### src/rtl/combo_lock_ctrl.sv
// combo_lock_ctrl: digit-sequence combination lock with auto-relock, failed-attempt lockout and
// optional in-field code programming (enabled by defining COMBO_PROG_CODE_EN).
module combo_lock_ctrl #(
  parameter int CODE_LEN = 4,
  parameter logic [2*CODE_LEN-1:0] DEFAULT_CODE = 8'b11_10_01_00,
  parameter int MAX_FAILS = 3,
  parameter int LOCKOUT_CYCLES = 100000000,
  parameter int RELOCK_CYCLES = 500000000
) (
  input  logic       CLK,
  input  logic       RST_N,
  input  logic [3:0] BTN_PULSE,
  input  logic       LOCK_PULSE,
  input  logic       SET_PULSE,
  output logic       UNLOCKED,
  output logic       ALARM,
  output logic [1:0] STATE,
  output logic [2:0] DIGIT_CNT,
  output logic [1:0] FAIL_CNT
);
  localparam int TMAX = (LOCKOUT_CYCLES > RELOCK_CYCLES) ? LOCKOUT_CYCLES : RELOCK_CYCLES;
  localparam int TW = $clog2(TMAX);
  typedef enum logic [1:0] {LOCKED, OPEN, LOCKOUT, PROG} state_t;
  state_t st;
  logic [TW-1:0] timer;
  logic mis, single, bad, last;
  logic [1:0] dval, cdig, fail_nx;
  logic [2*CODE_LEN-1:0] code;
  assign STATE = st;
  assign single = (|BTN_PULSE) && ~|(BTN_PULSE & (BTN_PULSE - 4'd1));
  assign dval = {BTN_PULSE[3] | BTN_PULSE[2], BTN_PULSE[3] | BTN_PULSE[1]};
  assign cdig = code[{DIGIT_CNT, 1'b0} +: 2];
  assign bad = !single || dval != cdig;
  assign last = DIGIT_CNT == 3'(CODE_LEN - 1);
  assign fail_nx = FAIL_CNT + 2'd1;
`ifdef COMBO_PROG_CODE_EN
  // new digits collect in a shadow so an aborted programming session leaves the code intact
  logic [2*CODE_LEN-1:0] shadow, shadow_nx;
  always_comb begin
    shadow_nx = shadow;
    shadow_nx[{DIGIT_CNT, 1'b0} +: 2] = dval;
  end
`else
  logic unused_set;
  assign code = DEFAULT_CODE;
  assign unused_set = SET_PULSE;
`endif
  always_ff @(posedge CLK or negedge RST_N)
    if (!RST_N) begin
      st <= LOCKED;
      UNLOCKED <= 1'b0;
      ALARM <= 1'b0;
      DIGIT_CNT <= 3'd0;
      FAIL_CNT <= 2'd0;
      mis <= 1'b0;
      timer <= '0;
`ifdef COMBO_PROG_CODE_EN
      code <= DEFAULT_CODE;
      shadow <= DEFAULT_CODE;
`endif
    end else
      case (st)
        LOCKED:
          if (LOCK_PULSE) begin
            DIGIT_CNT <= 3'd0;
            mis <= 1'b0;
          end else if (|BTN_PULSE) begin
            if (!last) begin
              DIGIT_CNT <= DIGIT_CNT + 3'd1;
              mis <= mis | bad;
            end else begin
              DIGIT_CNT <= 3'd0;
              mis <= 1'b0;
              timer <= '0;
              if (mis | bad) begin
                FAIL_CNT <= fail_nx;
                if (fail_nx == 2'(MAX_FAILS)) begin
                  st <= LOCKOUT;
                  ALARM <= 1'b1;
                end
              end else begin
                st <= OPEN;
                UNLOCKED <= 1'b1;
                FAIL_CNT <= 2'd0;
              end
            end
          end
        OPEN:
          if (LOCK_PULSE || timer == TW'(RELOCK_CYCLES - 1)) begin
            st <= LOCKED;
            UNLOCKED <= 1'b0;
            timer <= '0;
          end
`ifdef COMBO_PROG_CODE_EN
          else if (SET_PULSE) begin
            st <= PROG;
            DIGIT_CNT <= 3'd0;
            timer <= '0;
            shadow <= code;
          end
`endif
          else timer <= timer + 1'b1;
        LOCKOUT:
          if (timer == TW'(LOCKOUT_CYCLES - 1)) begin
            st <= LOCKED;
            ALARM <= 1'b0;
            FAIL_CNT <= 2'd0;
            timer <= '0;
          end else timer <= timer + 1'b1;
`ifdef COMBO_PROG_CODE_EN
        PROG:
          if (LOCK_PULSE) begin
            st <= LOCKED;
            UNLOCKED <= 1'b0;
            DIGIT_CNT <= 3'd0;
          end else if (single) begin
            shadow <= shadow_nx;
            DIGIT_CNT <= last ? 3'd0 : DIGIT_CNT + 3'd1;
            if (last) begin
              code <= shadow_nx;
              st <= OPEN;
              timer <= '0;
            end
          end
`endif
        default: begin
          st <= LOCKED;
          UNLOCKED <= 1'b0;
          ALARM <= 1'b0;
          DIGIT_CNT <= 3'd0;
          mis <= 1'b0;
          timer <= '0;
        end
      endcase
endmodule

### config.mk
export PLATFORM = sky130hd
export DESIGN_NAME = combo_lock_ctrl
export DESIGN_NICKNAME = d
export VERILOG_FILES = /design/src/rtl/combo_lock_ctrl.sv
export SDC_FILE = /design/constraint.sdc
export NUM_CORES = 1
export LEC_CHECK = 0
export ABC_AREA = 1
export BUFFER_PORTS_ARGS = -buffer_cell sky130_fd_sc_hd__buf_2
export CAP_MARGIN = 20
export CORE_ASPECT_RATIO = 1.5
export CORE_MARGIN = 2
export CORE_UTILIZATION = 55
export CTS_CLUSTER_SIZE = 30
export DETAILED_ROUTE_END_ITERATION = 10
export GPL_TIMING_DRIVEN = 0
export PLACE_DENSITY = 0.73
export SETUP_SLACK_MARGIN = 0.2
export SYNTH_ARGS = -nofsm -noshare
export SYNTH_HDL_FRONTEND = slang
export SYNTH_SLANG_ARGS = --single-unit
export TNS_END_PERCENT = 100
### constraint.sdc
create_clock -name CLK -period 1.7 [get_ports CLK]
set_input_delay 0.085 -clock CLK [delete_from_list [all_inputs] [get_ports CLK]]
set_output_delay 0.085 -clock CLK [all_outputs]
set_load 0.02 [all_outputs]
==> flow_metrics.py, run 1 <==
metrics = {
    "status": {
        "status": "finished, final reports clean",
    },
    "worst_hold_path": {
        "worstHoldPathType": "primary input to flip-flop",
        "min_path_cells": 4,
        "min_to": "DIGIT_CNT[0]$_DFFE_PN0P_",
        "min_from": "LOCK_PULSE",
    },
    "clock_tree": {
        "cts_buffers": 5,
        "cts.htree.levels": 2,
        "clk_path_buf_depth": 2,
        "insertion_delay_ps": 300,
        "clockRootBuffer": "clkbuf_8",
        "cts_sinks": 39,
        "clk_pin_slew_ps": 80,
        "cts_tree": "yes",
    },
    "logic_synthesis": {
        "yosysSeqAreaShare": 0.366,
        "yosys_warnings": 0,
        "syn_inst": 390,
        "ys_ff_latch": 39,
        "synth_area_mm2": 0.00266,
        "synthesis.nets": 404,
        "synth_cell_type_count": 28,
        "avgSynthCellArea_um2": 6.83,
    },
    "place": {
        "portBuffers": 15,
        "dpl_cell_area_mm2": 0.00285,
        "dpl_worst_slack_ps": -46.3,
        "dp_hpwl_um": 4480,
        "routabilityCongestion": 0.936,
    },
    "global_route": {
        "grt_antenna_before_repair": 0,
        "track_usage": 0.256,
        "grt_max_degree": 40,
        "grt_overflow": 0,
        "grt_pass1_wl_um": 10500,
        "grt_pass1_vias": 2360,
    },
    "setup_path": {
        "start_kind": "flip-flop",
        "path_class": "flip-flop to flip-flop",
        "cp_max_fo": 5,
        "worstPathRequired_ps": 1900,
        "crit_path_end_kind": "flip-flop",
        "rr_endpoint": "timer[12]$_DFFE_PN0P_",
        "cp.arrival_ps": 1870,
        "ff2ff_path_depth": 11,
        "worstReg2RegStart": "timer[1]$_DFFE_PN0P_",
        "worst-r2r-setup-slack_ps": 30,
    },
    "pwr": {
        "powerDensity_mw_per_mm2": 526,
        "p_int_w": 0.00143,
        "power_switching_w": 0.000396,
        "power_leakage_nw": 1.56,
        "p_clk_frac": 0.452,
        "seq_power_share": 0.513,
        "switching_share": 0.217,
        "ir_worst_vdd_mv": 0.517,
        "comb_power_share": 0.035,
    },
    "detailed_routing": {
        "vias": 2620,
        "viasPerCell": 5.19,
        "detail_route.wl_per_cell_um": 13.6,
        "drt_wl_total_um": 6850,
        "drc": 0,
        "ant_nets": 0,
        "dr.pass1.iters": 4,
        "first_iter_violations": 100,
    },
    "timing": {
        "fmax_mhz": 597,
        "min_period_over_period": 0.985,
        "min_period_ps": 1670,
        "slew_headroom": 0.391,
        "final_hold_viol_count": 0,
        "setup_viol": 0,
        "worst_pin_slew_ps": 913,
        "finClkSkew_ps": 5.00,
        "rsz0062_at_grt": "yes",
        "drv_slew": 0,
        "finalWorstSetupSlack_ps": 25.6,
    },
    "die": {
        "die_area_mm2": 0.00543,
        "ios": 17,
        "die_w_um": 60.8,
        "start_util": 0.563,
        "coreArea_mm2": 0.00473,
        "row_count": 31,
        "die_y_um": 89.2,
    },
    "layout": {
        "nets": 452,
        "num_antenna_cells": 0,
        "n_fill_cell": 386,
        "final_area_mm2": 0.00346,
        "drive_gt1_frac": 0.308,
        "synthToLayoutAreaGrowth_pct": 30.0,
        "utilization": 0.732,
    },
    "job": {
        "maxCapViolCount": 0,
    },
}
-- how the worst max path moves through the flow --
stage / to / depth (start not counted) / start / slack, ps
floorplan: STATE[0]$_DFFE_PN0P_ / 10 / DIGIT_CNT[0]$_DFFE_PN0P_ / 150
global placement: timer[13]$_DFFE_PN0P_ / 11 / timer[0]$_DFFE_PN0P_ / -20
detailed placement: timer[20]$_DFFE_PN0P_ / 9 / DIGIT_CNT[0]$_DFFE_PN0P_ / -50
CTS: timer[3]$_DFFE_PN0P_ / 11 / timer[0]$_DFFE_PN0P_ / 100
global route: timer[15]$_DFFE_PN0P_ / 11 / timer[17]$_DFFE_PN0P_ / -50
finish: timer[12]$_DFFE_PN0P_ / 11 / timer[1]$_DFFE_PN0P_ / 30
-- area by class of cell --
class                           count  area, um^2  area share
Buffer                              5        61.3      0.0177
Sequential cell                    39         981       0.283
Multi-Input combinational cell    297        1700       0.490
Clock inverter                      2        35.0      0.0101
Tap cell                           66        82.6      0.0239
Inverter                           49         194      0.0560
Timing Repair Buffer               41         329      0.0950
Clock buffer                        6        82.6      0.0239
-- Yosys cell counts (all sizes together) --
library cell | number | area [um^2]
dfrtp | 39 | 976
nor2 | 84 | 370
o22ai | 2 | 12.5
mux2i | 1 | 10.0
o21ai | 10 | 50.0
nand2 | 129 | 519
xnor2 | 2 | 17.5
o21bai | 1 | 7.51
ha | 6 | 75.1
a31oi | 1 | 6.26
nand3b | 2 | 15.0
xor2 | 14 | 123
inv | 49 | 184
nand3 | 32 | 165
nor3 | 2 | 10.0
a21oi | 4 | 31.3
nand4 | 7 | 43.8
buf | 5 | 47.5
-- sequential cells by signal (all words and copies together) (netlist names) --
signal and count:
STATE 2, ALARM 1, mis 1, UNLOCKED 1, DIGIT_CNT 3, timer 29, FAIL_CNT 2
-- per-stage QoR --
step | total power, W | TNS (ps) | cells | hold slack (ps)
4_1_cts | 0.00183 | 0 | 500 | 123
5_1_grt | 0.00189 | -770 | 505 | 185
6_report | 0.00182 | 0 | 505 | 166
3_5_place_dp | 0.00101 | -504 | 471 | 267
2_1_floorplan | 0.000976 | 0 | 390 | -211
3_3_place_gp | 0.00101 | -223 | 471 | 256
-- logic make-up (layout without fill, tap and decap cells) --
logic type | Yosys count | after routing | synth area share
AO/OA/AOI/OAI | 18 | 18 | 0.0404
buffers and inverters | 54 | 103 | 0.0869
adder cells (fa/ha/maj) | 6 | 6 | 0.0282
AND/OR/NAND/NOR | 256 | 256 | 0.422
multiplexers | 1 | 1 | 0.00376
flip-flops | 39 | 39 | 0.366
XOR/XNOR | 16 | 16 | 0.0526
-- what timing repair did --
item	in CTS	in global routing
endpoints found under the hold margin	39	0
pin swaps	16	22
hold buffers	1	0
gates resized for setup	45	34
setup buffers	20	4
setup endpoints to repair	39	38
gates cloned	0	1
-- power by group through the flow --
stage / sequential, W / combinational (W) / clock (W)
after floorplan: 0.000956 / 0.0000202 / 0
after global placement: 0.000953 / 0.0000569 / 0
after detailed placement: 0.000953 / 0.0000584 / 0
after CTS: 0.000934 / 0.0000657 / 0.000832
after global routing: 0.000934 / 0.0000747 / 0.000881
final: 0.000934 / 0.0000640 / 0.000824
-- cells in the final DEF (no fill, tap or decap), types with 2 or more instances in the layout --
master    count
buf_4        17
nor2_4       10
inv_1        41
xnor2_1       2
clkbuf_8      6
nand2_1     111
buf_6        10
nand4_1       7
nand2_8       2
o21ai_2       4
dfrtp_2       4
xor2_1       14
nand3b_1      2
nor2_1       52
nand2_4       2
ha_1          3
nand3_2       8
nor2_2       22
nand3_1      24
ha_4          3
buf_2        15
buf_12        2
inv_2         6
nand2_2      14
o21ai_0       5
dfrtp_1      35
a21oi_1       2
-- critical path: stages, from the launching register on --
cell and delay (ps):
dfrtp_1 410, ha_4 170, inv_4 40, nor2_4 110, nand2_2 90, nor2_1 90
nand2_1 90, nand2_2 110, nand3_2 110, nand2_4 140, clkbuf_16 170, nor2_2 30
-- per-layer routing --
layer,GRT usage,part of all wire,vias up
met1,0.298,0.38,1224
met5,0,0,-
met3,0.0420,0.033,24
li1,-,-,1306
met4,0.0889,0.034,0
met2,0.462,0.55,66
Note: power is estimated with default switching activity, not from simulation.
==> run 2, diff against run 1 <==
Settings changed: BUFFER_PORTS_ARGS -buffer_cell sky130_fd_sc_hd__buf_2 to default, DONT_BUFFER_PORTS from default to 1, PLACE_DENSITY 0.73 to 0.7.
==> flow_metrics.py, run 2 (synthesized netlist as in run 1, its figures left out) <==
metrics = {
    "status": {
        "status": "finished with violations",
        "violations": "negative setup slack",
    },
    "clock_tree": {
        "cts.htree.levels": 2,
        "cts_tree": "yes",
        "clk_path_buf_depth": 2,
        "clk_pin_slew_ps": 80,
        "insertion_delay_ps": 310,
        "cts_sinks": 39,
        "cts_buffers": 5,
        "clockRootBuffer": "clkbuf_8",
    },
    "die": {
        "row_count": 31,
        "coreArea_mm2": 0.00473,
        "die_w_um": 60.8,
        "die_y_um": 89.2,
        "ios": 17,
        "die_area_mm2": 0.00543,
        "start_util": 0.563,
    },
    "layout": {
        "seq_area_um2": 982,
        "largestRegisters": "timer (29), DIGIT_CNT (3)",
        "nets": 437,
        "num_antenna_cells": 0,
        "drive_gt1_frac": 0.262,
        "largest_register": "timer",
        "largest_reg_flops": 29,
        "synthToLayoutAreaGrowth_pct": 26.7,
        "utilization": 0.713,
        "mostFrequentLayoutCells": "nand2_1 (110), nor2_1 (58), inv_1 (41), dfrtp_1 (34), nand3_1 (28)",
        "n_fill_cell": 408,
        "multi_input_area_mm2": 0.00172,
        "final_common_cell": "nand2_1",
    },
    "timing": {
        "drv_slew": 0,
        "finalWorstSetupSlack_ps": -1.06,
        "slew_headroom": 0.765,
        "min_period_over_period": 1.00,
        "rsz0062_at_grt": "yes",
        "fmax_mhz": 588,
        "min_period_ps": 1700,
        "finClkSkew_ps": 5.43,
        "final_hold_viol_count": 0,
        "setup_viol": 3,
        "worst_pin_slew_ps": 352,
        "timing.hold.ws_ps": 53.9,
    },
    "pwr": {
        "p_clk_frac": 0.392,
        "ir_worst_vdd_mv": 0.442,
        "power_leakage_nw": 1.51,
        "switching_share": 0.247,
        "seq_power_share": 0.575,
        "powerDensity_mw_per_mm2": 483,
        "power_switching_w": 0.000402,
        "p_int_w": 0.00123,
        "comb_power_share": 0.033,
    },
    "global_route": {
        "grt_pass1_wl_um": 10300,
        "grt_overflow": 0,
        "groute.layer.met2.usage": 0.469,
        "grt_pass1_vias": 2321,
        "track_usage": 0.255,
        "use_met1": 0.281,
        "grt-busiest-layer": "met2",
        "grt_max_degree": 40,
        "grt_antenna_before_repair": 0,
        "use_met3": 0.0405,
    },
    "job": {
        "maxCapViolCount": 0,
    },
    "detailed_routing": {
        "vias": 2518,
        "first_iter_violations": 135,
        "viasPerCell": 5.14,
        "drt_wl_total_um": 6670,
        "dr.pass1.iters": 4,
        "drc": 0,
        "detail_route.wl_per_cell_um": 13.6,
        "ant_nets": 0,
    },
    "setup_path": {
        "worstReg2RegStart": "timer[20]$_DFFE_PN0P_",
        "start_kind": "flip-flop",
        "cp.arrival_ps": 1890,
        "cp_max_fo": 5,
        "worstPathRequired_ps": 1890,
        "path_class": "flip-flop to flip-flop",
        "worst-r2r-setup-slack_ps": -1,
        "crit_path_end_kind": "flip-flop",
        "startpoint": "timer[20]$_DFFE_PN0P_",
    },
    "worst_hold_path": {
        "min_from": "LOCK_PULSE",
        "worstHoldPathType": "primary input to flip-flop",
    },
    "place": {
        "routabilityCongestion": 0.895,
        "portBuffers": 0,
        "dp_hpwl_um": 4510,
    },
}
run 2: cell type report:
| class | instances | area share |
|---|---|---|
| Tap cell | 66 | 0.0245 |
| Sequential cell | 39 | 0.291 |
| Multi-Input combinational cell | 299 | 0.511 |
| Clock inverter | 3 | 0.00445 |
| Clock buffer | 5 | 0.0204 |
| Timing Repair Buffer | 24 | 0.0734 |
| Buffer | 5 | 0.0170 |
| Inverter | 49 | 0.0586 |
run 2: layer usage:
layer,vias to the layer above,part of all wire
li1,1271,-
met1,1181,0.40
met2,51,0.54
met3,15,0.031
met4,0,0.029
met5,-,0
run 2: worst paths after layout:
kind / end / depth (start not counted)
min in group asynchronous: timer[8]$_DFFE_PN0P_ / 2
max in group asynchronous: DIGIT_CNT[0]$_DFFE_PN0P_ / 2
max: timer[12]$_DFFE_PN0P_ / 10
min: DIGIT_CNT[2]$_DFFE_PN0P_ / 4
max reg2reg: timer[12]$_DFFE_PN0P_ / 10
min reg2reg: mis$_DFFE_PN0P_ / 2
run 2: stage by stage:
| step | total power (W) | TNS (ps) | instances | area [um^2] | setup WS (ps) |
|---|---|---|---|---|---|
| 2_1_floorplan | 0.000976 | 0 | 390 | 2700 | 154 |
| 3_3_place_gp | 0.000980 | -1370 | 456 | 2780 | -106 |
| 3_5_place_dp | 0.000980 | -1600 | 456 | 2780 | -86.3 |
| 4_1_cts | 0.00163 | 0 | 479 | 3110 | 24.0 |
| 5_1_grt | 0.00169 | -1390 | 490 | 3380 | -96.6 |
| 6_report | 0.00163 | -1.77 | 490 | 3380 | -1.06 |
run 2: power groups by stage:
stage	Combinational, W	Sequential (W)	Clock (W)
floorplan	0.0000202	0.000956	0
global placement	0.0000232	0.000957	0
detailed placement	0.0000240	0.000956	0
CTS	0.0000535	0.000938	0.000643
global route	0.0000630	0.000938	0.000691
finish	0.0000535	0.000938	0.000640
run 2: worst max-delay path: stages (launching register included):
cell	delay, ps
dfrtp_1	490
nand2_2	120
nor2_4	150
nand2_1	80
nor2_2	140
nand2_4	90
nand2_4	90
nand3_4	100
nand2_8	130
clkbuf_16	160
nor2_4	30
run 2: timing repair:
action / CTS / global route
hold buffers: 2 / 0
gates cloned: 1 / 2
setup buffers: 12 / 9
setup endpoints to repair: 39 / 39
hold endpoints to repair: 39 / 0
pin swaps: 15 / 24
resized for setup: 29 / 53
